`src/rtl/display_pkg.sv`:
```
// Shared display encodings and helpers for the status stage and pixel_gen.
package display_pkg;

    typedef enum logic [1:0] {
        ST_IDLE = 2'b00,
        ST_UP   = 2'b01,
        ST_DOWN = 2'b10,
        ST_DOOR = 2'b11
    } sim_state_t;

    localparam int unsigned BLINK_FRAMES_DEFAULT = 15;
    localparam int unsigned MIN_DWELL_DEFAULT    = 4;

    typedef struct packed {
        logic [7:0] req_floors;
        logic [2:0] current_floor;
        logic       moving;
        logic       dir_up;
        logic       door_open;
    } snapshot_t;

    // A door that is open outranks any motion indication.
    function automatic sim_state_t target_state(input snapshot_t s);
        if (s.door_open)              return ST_DOOR;
        else if (s.moving && s.dir_up) return ST_UP;
        else if (s.moving)             return ST_DOWN;
        else                           return ST_IDLE;
    endfunction

    function automatic logic [7:0] onehot8(input logic [2:0] idx);
        return 8'b1 << idx;
    endfunction

endpackage

```
`src/rtl/vsync_edge_detect.sv`:
```
// Synchronises the asynchronous active-low vsync and emits a one-cycle
// pulse on its falling edge.
module vsync_edge_detect (
    input  logic clk,
    input  logic reset,
    input  logic vsync_in,
    output logic frame_tick
);

    logic s1_q, s2_q, s3_q;

    // NOTE: non-blocking assignments keep s1->s2->s3 a true shift chain;
    // blocking ones would collapse it into a single flop.
    always_ff @(posedge clk) begin
        if (reset) begin
            s1_q <= 1'b1;
            s2_q <= 1'b1;
            s3_q <= 1'b1;
        end else begin
            s1_q <= vsync_in;
            s2_q <= s1_q;
            s3_q <= s2_q;
        end
    end

    assign frame_tick = s3_q & ~s2_q;

endmodule

```
`src/rtl/display_status_sync.sv`:
```
// Frame-synchronised status stage: snapshots elevator status once per frame
// and produces the state and floor bitmap consumed by the VGA controller.
module display_status_sync
    import display_pkg::*;
#(
    parameter int unsigned BLINK_FRAMES = BLINK_FRAMES_DEFAULT,
    parameter int unsigned MIN_DWELL    = MIN_DWELL_DEFAULT
) (
    input  logic       clk,
    input  logic       reset,
    input  logic       vsync_in,
    input  logic [7:0] req_floors,
    input  logic [2:0] current_floor,
    input  logic       moving,
    input  logic       dir_up,
    input  logic       door_open,
    output logic [7:0] destination,
    output logic [1:0] sim_state,
    output logic       frame_tick
);

    localparam logic [5:0] BLINK_LAST = 6'(BLINK_FRAMES - 1);
    localparam logic [3:0] DWELL_LAST = 4'(MIN_DWELL - 1);

    sim_state_t state_q, state_d, target;
    logic [3:0] dwell_q, dwell_d;
    logic [5:0] blink_cnt_q, blink_cnt_d;
    logic       blink_on_q, blink_on_d;
    logic [7:0] dest_q, dest_d;
    logic       marker;
    snapshot_t  snap;

    vsync_edge_detect u_edge (
        .clk        (clk),
        .reset      (reset),
        .vsync_in   (vsync_in),
        .frame_tick (frame_tick)
    );

    // Live inputs are only looked at on a tick; the registered outputs
    // below are the shadow copy that holds for the whole frame.
    assign snap = '{req_floors:    req_floors,
                    current_floor: current_floor,
                    moving:        moving,
                    dir_up:        dir_up,
                    door_open:     door_open};

    // NOTE: every signal written here gets a default first, so no path can
    // leave one unassigned and infer a latch.
    always_comb begin
        state_d     = state_q;
        dwell_d     = dwell_q;
        blink_cnt_d = blink_cnt_q;
        blink_on_d  = blink_on_q;
        dest_d      = dest_q;
        target      = target_state(snap);
        marker      = 1'b0;

        if (frame_tick) begin
            if (target != state_q && dwell_q >= DWELL_LAST) begin
                state_d = target;
                dwell_d = '0;
            end else if (dwell_q != 4'hF) begin
                dwell_d = dwell_q + 4'd1;
            end

            if (blink_cnt_q == BLINK_LAST) begin
                blink_cnt_d = '0;
                blink_on_d  = ~blink_on_q;
            end else begin
                blink_cnt_d = blink_cnt_q + 6'd1;
            end

            // Composition follows the state and blink phase entering this frame.
            unique case (state_d)
                ST_UP, ST_DOWN: marker = blink_on_d;
                ST_DOOR:        marker = 1'b1;
                default:        marker = 1'b0;
            endcase
            dest_d = snap.req_floors | (marker ? onehot8(snap.current_floor) : 8'h00);
        end
    end

    always_ff @(posedge clk) begin
        if (reset) begin
            state_q     <= ST_IDLE;
            dwell_q     <= '0;
            blink_cnt_q <= '0;
            blink_on_q  <= 1'b0;
            dest_q      <= '0;
        end else begin
            state_q     <= state_d;
            dwell_q     <= dwell_d;
            blink_cnt_q <= blink_cnt_d;
            blink_on_q  <= blink_on_d;
            dest_q      <= dest_d;
        end
    end

    assign destination = dest_q;
    assign sim_state   = state_q;

endmodule

```
`config.mk`:
```
export PLATFORM = sky130hd
export DESIGN_NAME = display_status_sync
export DESIGN_NICKNAME = d
export VERILOG_FILES = /design/src/rtl/display_pkg.sv /design/src/rtl/vsync_edge_detect.sv /design/src/rtl/display_status_sync.sv
export SDC_FILE = /design/constraint.sdc
export NUM_CORES = 1
export LEC_CHECK = 0
export ABC_AREA = 1
export BUFFER_PORTS_ARGS = -buffer_cell sky130_fd_sc_hd__buf_4
export CAP_MARGIN = 20
export CELL_PAD_IN_SITES_DETAIL_PLACEMENT = 1
export CELL_PAD_IN_SITES_GLOBAL_PLACEMENT = 1
export CORE_UTILIZATION = 37
export CTS_BUF_LIST = sky130_fd_sc_hd__clkbuf_8 sky130_fd_sc_hd__clkbuf_16
export DETAILED_ROUTE_END_ITERATION = 10
export GPL_ROUTABILITY_DRIVEN = 0
export PLACE_DENSITY = 0.84
export SKIP_LAST_GASP = 1
export SYNTH_ARGS = -nofsm -noshare
export SYNTH_HDL_FRONTEND = slang
export SYNTH_SLANG_ARGS = --single-unit
```
`constraint.sdc`:
```
create_clock -name clk -period 1.9 [get_ports clk]
set_input_delay 0.095 -clock clk [delete_from_list [all_inputs] [get_ports clk]]
set_output_delay 0.095 -clock clk [all_outputs]
set_load 0.02 [all_outputs]
```
Word level (Yosys, flattened, before mapping)
Index checks and enable logic that the tools add are counted.
W data, S select, Z words.
{"block": "totals", "reg_bits": 24, "inputBits": 17, "out_inout_bits": 11, "wordCells": 39}
{"block": "classes", "n_addsub": 2, "order_cmp": 1, "n_eq_ne": 6, "shifts": 1, "mux": 12, "bitwise_logic": 4, "reduce_logical": 5}
{"op": "$mux W2", "n": 5}
{"op": "$mux W4", "n": 2}
{"op": "$mux W8", "n": 1}
{"op": "$or A8 B8 Y8", "n": 1}
{"op": "$shl A1 B3 Y8 const A", "n": 1}
{"op": "$add A6 B1 Y6 const B", "n": 1}
{"op": "$eq A6 B4 Y1 const B", "n": 1}
{"op": "$mux W6", "n": 1}
{"op": "$add A4 B1 Y4 const B", "n": 1}
{"op": "$eq A2 B2 Y1 const B", "n": 2}
{"op": "$ge A4 B2 Y1 const B", "n": 1}
{"op": "$ne A4 B4 Y1 const B", "n": 1}
{"op": "$eq A2 B1 Y1 const B", "n": 1}
{"op": "$logic_and A1 B1 Y1", "n": 2}
{"op": "$mux W1", "n": 2}
{"op": "$ne A2 B2 Y1", "n": 1}
{"op": "$not A1 Y1", "n": 2}
{"op": "$pmux W1 S2", "n": 1}
{"op": "$reduce_and A2 Y1", "n": 1}
{"op": "$reduce_bool A2 Y1", "n": 1}
{"op": "$reduce_or A2 Y1", "n": 1}
{"op": "$and A1 B1 Y1", "n": 1}

Depth between registers and ports, before layout
Gate-level depths: netlist of the first run.
{"block": "depth", "depth_word": 13, "depth_mapped": 11, "mapped_depth_nobuf": 11}

Modules after synthesis
Synthesis of the first run repeated with hierarchy kept, for this count alone.
{"block": "unflattened", "hier_cells": 188, "hier_area_um2": 1291.2}
{"mod": "display_status_sync", "n_inst": 1, "cells_each": 176, "area_per_inst_um2": 1197.4, "seq_area_each_um2": 420.4}
{"mod": "vsync_edge_detect", "n_inst": 1, "cells_each": 12, "area_per_inst_um2": 93.8, "seq_area_each_um2": 60.1}

Worst setup path before layout of the first run
No wires, ideal clock.
{"block": "synth_path", "kind": "register to register", "from": "reg dwell_q[0]", "to": "reg dest_q[0] (netlist: destination[0])", "setup_time_ps": 122, "arrival_ps": 1547, "required_time_ps": 1778, "setup_slack_ps": 231, "path_stages_with_launch": 10, "n_path_buf": 0, "period_less_slack_ps": 1669, "cell_sequence": "dfxtp_1 ha_1 nor2_1 nand2_1 o21ai_0 ha_1 nand3_2 nand2_4 nand3_1 a21oi_2"}
{"block": "synth_between", "elab_chain_len": 10, "elab_cells_between_ends": 12, "cone_classes": "order compare (1); eq/ne (3); mux (5); bitwise (1); reduce/logical (2)"}
{"element": "start, declared", "line": "display_status_sync.sv:26", "rtl": "logic [3:0] dwell_q, dwell_d;"}
{"element": "start signal, assigned", "line": "display_status_sync.sv:93", "rtl": "dwell_q <= dwell_d;"}
{"element": "$ge A4 B2 Y1 *", "line": "display_status_sync.sv:60", "rtl": "if (target != state_q && dwell_q >= DWELL_LAST) begin"}
{"element": "$logic_and A1 B1 Y1 *", "line": "display_status_sync.sv:60"}
{"element": "$mux W2 *", "line": "display_status_sync.sv:60"}
{"element": "$mux W2 *", "line": "display_status_sync.sv:59", "rtl": "if (frame_tick) begin"}
{"element": "$eq A2 B1 Y1 or $eq A2 B2 Y1 (tied branches)", "line": "display_status_sync.sv:75", "rtl": "unique case (state_d)"}
{"element": "$reduce_or A2 Y1", "line": "display_status_sync.sv:75"}
{"element": "$pmux W1 S2 *", "line": "display_status_sync.sv:75"}
{"element": "$mux W1 *", "line": "display_status_sync.sv:59"}
{"element": "$mux W8 *", "line": "display_status_sync.sv:80", "rtl": "dest_d = snap.req_floors | (marker ? onehot8(snap.current_floor) : 8'h00);"}
{"element": "$or A8 B8 Y8 *", "line": "display_status_sync.sv:80"}
{"element": "end signal, assigned", "line": "display_status_sync.sv:96", "rtl": "dest_q <= dest_d;"}
{"element": "end, declared", "line": "display_status_sync.sv:29", "rtl": "logic [7:0] dest_q, dest_d;"}
Mark *: on every way between the ends. The rest lies on a longest branch, timed or not. The select of a mux whose other input is x is not followed.
A chain may end at the register's enable or synchronous reset.

Worst setup path in the final report of the first run
{"block": "layout_path", "from": "reg dwell_q[0]", "to": "reg dest_q[3] (netlist: destination[3])"}
Same word-level chain as after synthesis.

==> run_results.csv, run 1 <==
group,metric,value,unit
place,numPortBuffers,27,
timing,layout_min_cycle_time,1.86,ns
die,io_pins,28,
critical_path,path_buf_inv,0,
die,die_area,3660,um^2
clock_network,htreeDepth,1,
die,core_region_area,3150,um^2
finish,multiInputGateArea,741,um^2
place,hpwl,2670,um
critical_path,cp_max_fo,8,
detailed_routing,ant_nets,0,
critical_path,cp.depth,10,
timing,holdWs,0.0171,ns
timing,drv_slew,0,
die,rows,20,
critical_path,crit_path_max_incr_delay,0.34,ns
critical_path,crit_start,"dwell_q[0]",
logic_synthesis,ys_ff_latch,24,
finish,area_growth,30.9,%
timing,tightest_slew,0.468,ns
critical_path,crit_path_end_kind,"flop",
finish,final_cells,255,
detailed_routing,vias,1285,
timing,slew_headroom,68.8,%
detailed_routing,first_iter_violations,38,
detailed_routing,wl_per_cell,14.8,um
detailed_routing,drt_first_pass_iters,4,
critical_path,crit_required,2.11,ns
pwr,p_total,0.00109,W
pwr,p_leak,0.719,nW
die,start_util,40.1,%
finish,fin_util,52.5,%
critical_path,critical_path_class,"reg -> reg",
clock_network,clkLatencyLatePin,0.27,ns
place,place_area,1510,um^2
job,maxCapViolations,0,
critical_path,path_cells,"ha_2, nor2_4, nand2_4, nand2_2, o21ai_2, ha_1, nand3_2, nand2_4, nand3_1, a21oi_2",
clock_network,cts_tree,"yes",
critical_path,crit_end,"destination[3]",
die,die_h,60.5,um
detailed_routing,via_per_inst,5.04,
finish,stdcell_area,1660,um^2
clock_network,root_buffer,"clkbuf_8",
critical_path,reg2reg_from,"dwell_q[0]",
finish,fillers,413,
logic_synthesis,synth-edff-count,0,
timing,hold_violations,0,
logic_synthesis,ys_seq_area_share,38.0,%
finish,drive_above_1_share,30.8,%
detailed_routing,routed_wl,3780,um
timing,period_share,97.7,%
clock_network,numCtsBuffers,3,
clock_network,clockBufferDepth,2,
logic_synthesis,synthesis.area,1260,um^2
logic_synthesis,synth.net_count,203,
global_route,grt_pass1_wl,6020,um
clock_network,cts_hold_buf,0,
finish,antenna_cells,0,
global_route,antenna_found_initial,0,
die,die_x,60.5,um
logic_synthesis,synth_cell_types,27,
logic_synthesis,synthCells,181,
critical_path,slowest_stage,"dfxtp_2",
critical_path,r2r_slack,0.04,ns
clock_network,clkSlewWorstSetupHoldPaths,0.09,ns
global_route,grt_pass1_vias,1366,
finish,layout.nets,234,
finish,regArea,482,um^2
critical_path,cp-start-kind,"flop",
logic_synthesis,syn_area_per_cell,6.99,um^2
worst_hold_path,min_path_type,"in -> reg",
global_route,grt_max_degree,15,
critical_path,reg2reg_to,"destination[3]",
detailed_routing,drc,0,
global_route,overflow,0,
global_route,grt_usage,22.3,%
place,dp_cells,249,
logic_synthesis,synthArstFlopShare,0,%
logic_synthesis,synth_top_flop_cell,"dfxtp_1",
pwr,ir_drop,292,uV
critical_path,crit_top_cell,"nand2_4",
status,status,"completed",
critical_path,worstRegToRegCells,10,
pwr,p_per_area,656,nW/um^2
timing,clock.fmax,539,MHz
finish,final_cell_mix,"nand2_1 (30), buf_4 (30), inv_1 (24)",
clock_network,clkSinkCount,24,
timing,setup_viol,0,
critical_path,path_delay_family,"simple AND/OR/NAND/NOR gates",
critical_path,crit_arrival,2.07,ns
timing,skew,0.00177,ns
logic_synthesis,yosys_warnings,0,
-- where the power goes --
part / leakage (nW) / internal [W] / switching (W)
Clock: 0.0288 / 0.000185 / 0.000173
Combinational: 0.494 / 0.0000755 / 0.000117
Sequential: 0.196 / 0.000522 / 0.0000132
Total: 0.719 / 0.000783 / 0.000303
-- synthesized netlist by cell type (all sizes together) (2+ instances only) --
| master | instances | share of area, % |
|---|---|---|
| or2 | 3 | 1.5 |
| inv | 26 | 7.7 |
| clkbuf | 2 | 0.59 |
| ha | 5 | 4.9 |
| nand4 | 2 | 0.99 |
| dfxtp | 24 | 38 |
| nand2 | 35 | 11 |
| o21ai | 13 | 5.1 |
| nor2 | 24 | 8.1 |
| buf | 2 | 1.3 |
| a21oi | 15 | 6.5 |
| nor3 | 8 | 3.2 |
| nand3 | 16 | 7.1 |
-- sequential cells by signal, summed over array words and instances (netlist names) --
name and flops:
blink_on_q 1, destination 8, blink_cnt_q 6, u_edge.s1_q 1
u_edge.s3_q 1, dwell_q 4, sim_state 2, u_edge.s2_q 1
-- layout make-up --
type	count	share of cell area, %
Multi-Input combinational cell	127	44.7
Sequential cell	24	29.1
Inverter	26	5.90
Timing Repair Buffer	30	13.6
Tap cell	44	3.33
Clock buffer	4	3.33
-- cell families (layout without fill, tap and decap cells) --
kind of cell	Yosys count	after routing	share of synthesized area, %
AND/OR/NAND/NOR	90	90	33.2
AO/OA/AOI/OAI	30	30	12.9
buffers and inverters	30	60	9.59
flip-flops	24	24	38.0
adder cells (fa/ha/maj)	5	5	4.95
XOR/XNOR	2	2	1.39
-- routing by layer --
layer / global-route usage, % / part of all wire [%] / vias up
li1: - / - / 639
met1: 27.8 / 45 / 599
met2: 38.1 / 50 / 39
met3: 3.20 / 4.2 / 8
met4: 9.74 / 1.5 / 0
met5: 0 / 0 / -
-- how the worst min path moves through the flow --
stage / from / to / slack (ns) / cells past startpoint
2_1_floorplan: vsync_in / u_edge.s1_q / 0.20 / 1
6_report: vsync_in / u_edge.s1_q / 0.02 / 2
3_3_place_gp: vsync_in / u_edge.s1_q / 0.28 / 2
3_5_place_dp: vsync_in / u_edge.s1_q / 0.30 / 2
4_1_cts: vsync_in / u_edge.s1_q / 0.02 / 2
5_1_grt: vsync_in / u_edge.s1_q / 0.02 / 2
-- per-stage QoR --
step | TNS, ns | worst slack (ns)
6_report | 0 | 0.0442
5_1_grt | -0.0750 | -0.0306
4_1_cts | 0 | 0.0155
3_5_place_dp | -1.10 | -0.161
3_3_place_gp | 0 | 0.0717
2_1_floorplan | 0 | 0.231
-- repair_timing --
item                                    CTS  global route
setup buffers                             0             2
pin swaps                                 0             6
endpoints found under the setup margin    8             8
gates resized for setup                   5            18
Note: power is estimated with default switching activity, not from simulation.
==> run 2, diff against run 1 <==
--- a/config.mk
+++ b/config.mk
@@ -14,8 +14,9 @@
 export CTS_BUF_LIST = sky130_fd_sc_hd__clkbuf_8 sky130_fd_sc_hd__clkbuf_16
 export DETAILED_ROUTE_END_ITERATION = 10
 export GPL_ROUTABILITY_DRIVEN = 0
-export PLACE_DENSITY = 0.84
+export PLACE_DENSITY = 0.87
 export SKIP_LAST_GASP = 1
 export SYNTH_ARGS = -nofsm -noshare
 export SYNTH_HDL_FRONTEND = slang
 export SYNTH_SLANG_ARGS = --single-unit
+export TNS_END_PERCENT = 20
==> run 2 against run 1 <==
Worst setup slack improved by 0.091 ns. Combinational power fell by 13%. Critical path depth did not move. Register-to-register slack improved by 0.09 ns. Critical path type unchanged. Design area fell by 5.7%. First-iteration DRC count fell by 42%. Sequential cell count did not move. Sequential power barely moved. Routed wire length fell by 14%. Clock power fell by 16%.
==> run_results.csv, run 2 (same netlist as run 1, synthesis figures left out) <==
group,metric,value,unit
critical_path,critical_path_class,"reg -> reg",
timing,period_share,92.9,%
place,place_area,1510,um^2
detailed_routing,via_per_inst,4.92,
critical_path,crit_required,2.10,ns
timing,hold_violations,0,
die,core_region_area,3150,um^2
global_route,grt_pass1_vias,1320,
finish,drive_above_1_share,23.0,%
clock_network,root_buffer,"clkbuf_8",
global_route,overflow,0,
timing,setup_viol,0,
timing,slew_headroom,72.5,%
finish,antenna_cells,0,
status,status,"completed",
critical_path,cp_max_fo,8,
global_route,grt_pass1_wl,5680,um
pwr,p_leak,0.702,nW
detailed_routing,vias,1246,
die,die_h,60.5,um
critical_path,crit_path_end_kind,"flop",
die,start_util,40.1,%
place,numPortBuffers,27,
die,die_x,60.5,um
worst_hold_path,min_path_type,"in -> reg",
detailed_routing,drc,0,
finish,final_cell_mix,"nand2_1 (32), buf_4 (29), inv_1 (24), dfxtp_1 (24), nor2_1 (20)",
finish,layout.nets,233,
detailed_routing,routed_wl,3250,um
clock_network,numCtsBuffers,3,
pwr,p_per_area,644,nW/um^2
critical_path,path_cells,"ha_1, nor2_2, nand2_2, nand2_1, o21ai_1, ha_1, nand3_2, nand2_4, nand3_1, a21oi_1",
global_route,grt_usage,20.6,%
die,io_pins,28,
detailed_routing,first_iter_violations,22,
critical_path,slowest_stage,"dfxtp_1",
clock_network,htreeDepth,1,
finish,layout_commonest_cell,"nand2_1",
finish,fillers,437,
place,dp_cells,250,
timing,rsz0062_at_grt,"no",
detailed_routing,drt_first_pass_iters,4,
clock_network,post_cts.repair.setup_buffers,0,
finish,stdcell_area,1560,um^2
pwr,ir_drop,364,uV
global_route,grt_max_degree,14,
timing,skew,0.00372,ns
clock_network,clkSlewWorstSetupHoldPaths,0.08,ns
global_route,antenna_found_initial,0,
finish,final_cells,253,
clock_network,cts_hold_buf,0,
critical_path,crit_arrival,1.96,ns
clock_network,cts_resized,2,
clock_network,clockBufferDepth,2,
die,die_area,3660,um^2
timing,layout_min_cycle_time,1.76,ns
place,hpwl,2590,um
critical_path,cp-start-kind,"flop",
finish,largest_register_ffs,8,
critical_path,crit_path_max_incr_delay,0.34,ns
timing,drv_slew,0,
clock_network,clkLatencyLatePin,0.27,ns
finish,area_growth,23.3,%
die,rows,20,
detailed_routing,wl_per_cell,12.8,um
critical_path,crit_top_cell,"ha_1",
critical_path,path_delay_family,"simple AND/OR/NAND/NOR gates",
clock_network,clkSinkCount,24,
detailed_routing,ant_nets,0,
timing,tightest_slew,0.412,ns
critical_path,path_buf_inv,0,
clock_network,cts_tree,"yes",
job,maxCapViolations,0,
timing,clock.fmax,567,MHz
run 2: changes by cell type in the layout (fill, tap and decap cells not counted), moves of 2 or more:
cell	change
a21oi_1	+4
a21oi_2	-4
nand2_1	+2
nand3_1	+5
nand3_2	-4
o21ai_1	+2
o21ai_2	-2
run 2: path summary, 6_finish.rpt:
| check | from | end | slack (ns) | cells past startpoint |
|---|---|---|---|---|
| setup reg to reg | dwell_q[0] | destination[5] | 0.14 | 10 |
| hold / removal | vsync_in | u_edge.s1_q | 0.01 | 2 |
| setup / recovery | dwell_q[0] | destination[5] | 0.14 | 10 |
| hold reg to reg | u_edge.s1_q | u_edge.s2_q | 0.42 | 1 |
run 2: layout make-up:
class / count / area, um^2 / share of cell area, %
multi-input cells: 127 / 668 / 42.8
flip-flops and latches: 24 / 480 / 30.8
repair buffers: 29 / 218 / 14.0
inverters: 26 / 97.6 / 6.25
well taps: 44 / 55.1 / 3.53
clock buffers: 3 / 41.3 / 2.65
run 2: power by group:
| group | total, W | internal [W] | switching, W |
|---|---|---|---|
| sequential | 0.000534 | 0.000522 | 0.0000129 |
| clock | 0.000303 | 0.000142 | 0.000161 |
| combinational | 0.000168 | 0.0000696 | 0.0000987 |
| total | 0.00101 | 0.000733 | 0.000272 |
run 2: per-stage QoR:
stage               worst slack [ns]  TNS, ns  power, W  utilization (%)  hold slack, ns
floorplan                      0.231        0  0.000640                -           0.199
global placement              0.0805        0  0.000704             48.0           0.284
detailed placement           -0.0166  -0.0291  0.000712             48.0           0.288
CTS                           0.0456        0   0.00102             49.3         0.00690
global route                  0.0181        0   0.00106             49.5          0.0128
finish                         0.136        0   0.00101             49.5          0.0106
run 2: routing by layer:
layer	vias to the layer above	share of wire, %	GRT usage, %
li1	635	-	-
met1	574	46	25.3
met5	-	0	0
met2	32	48	35.8
met4	0	0.95	6.49
met3	5	5.0	4.48
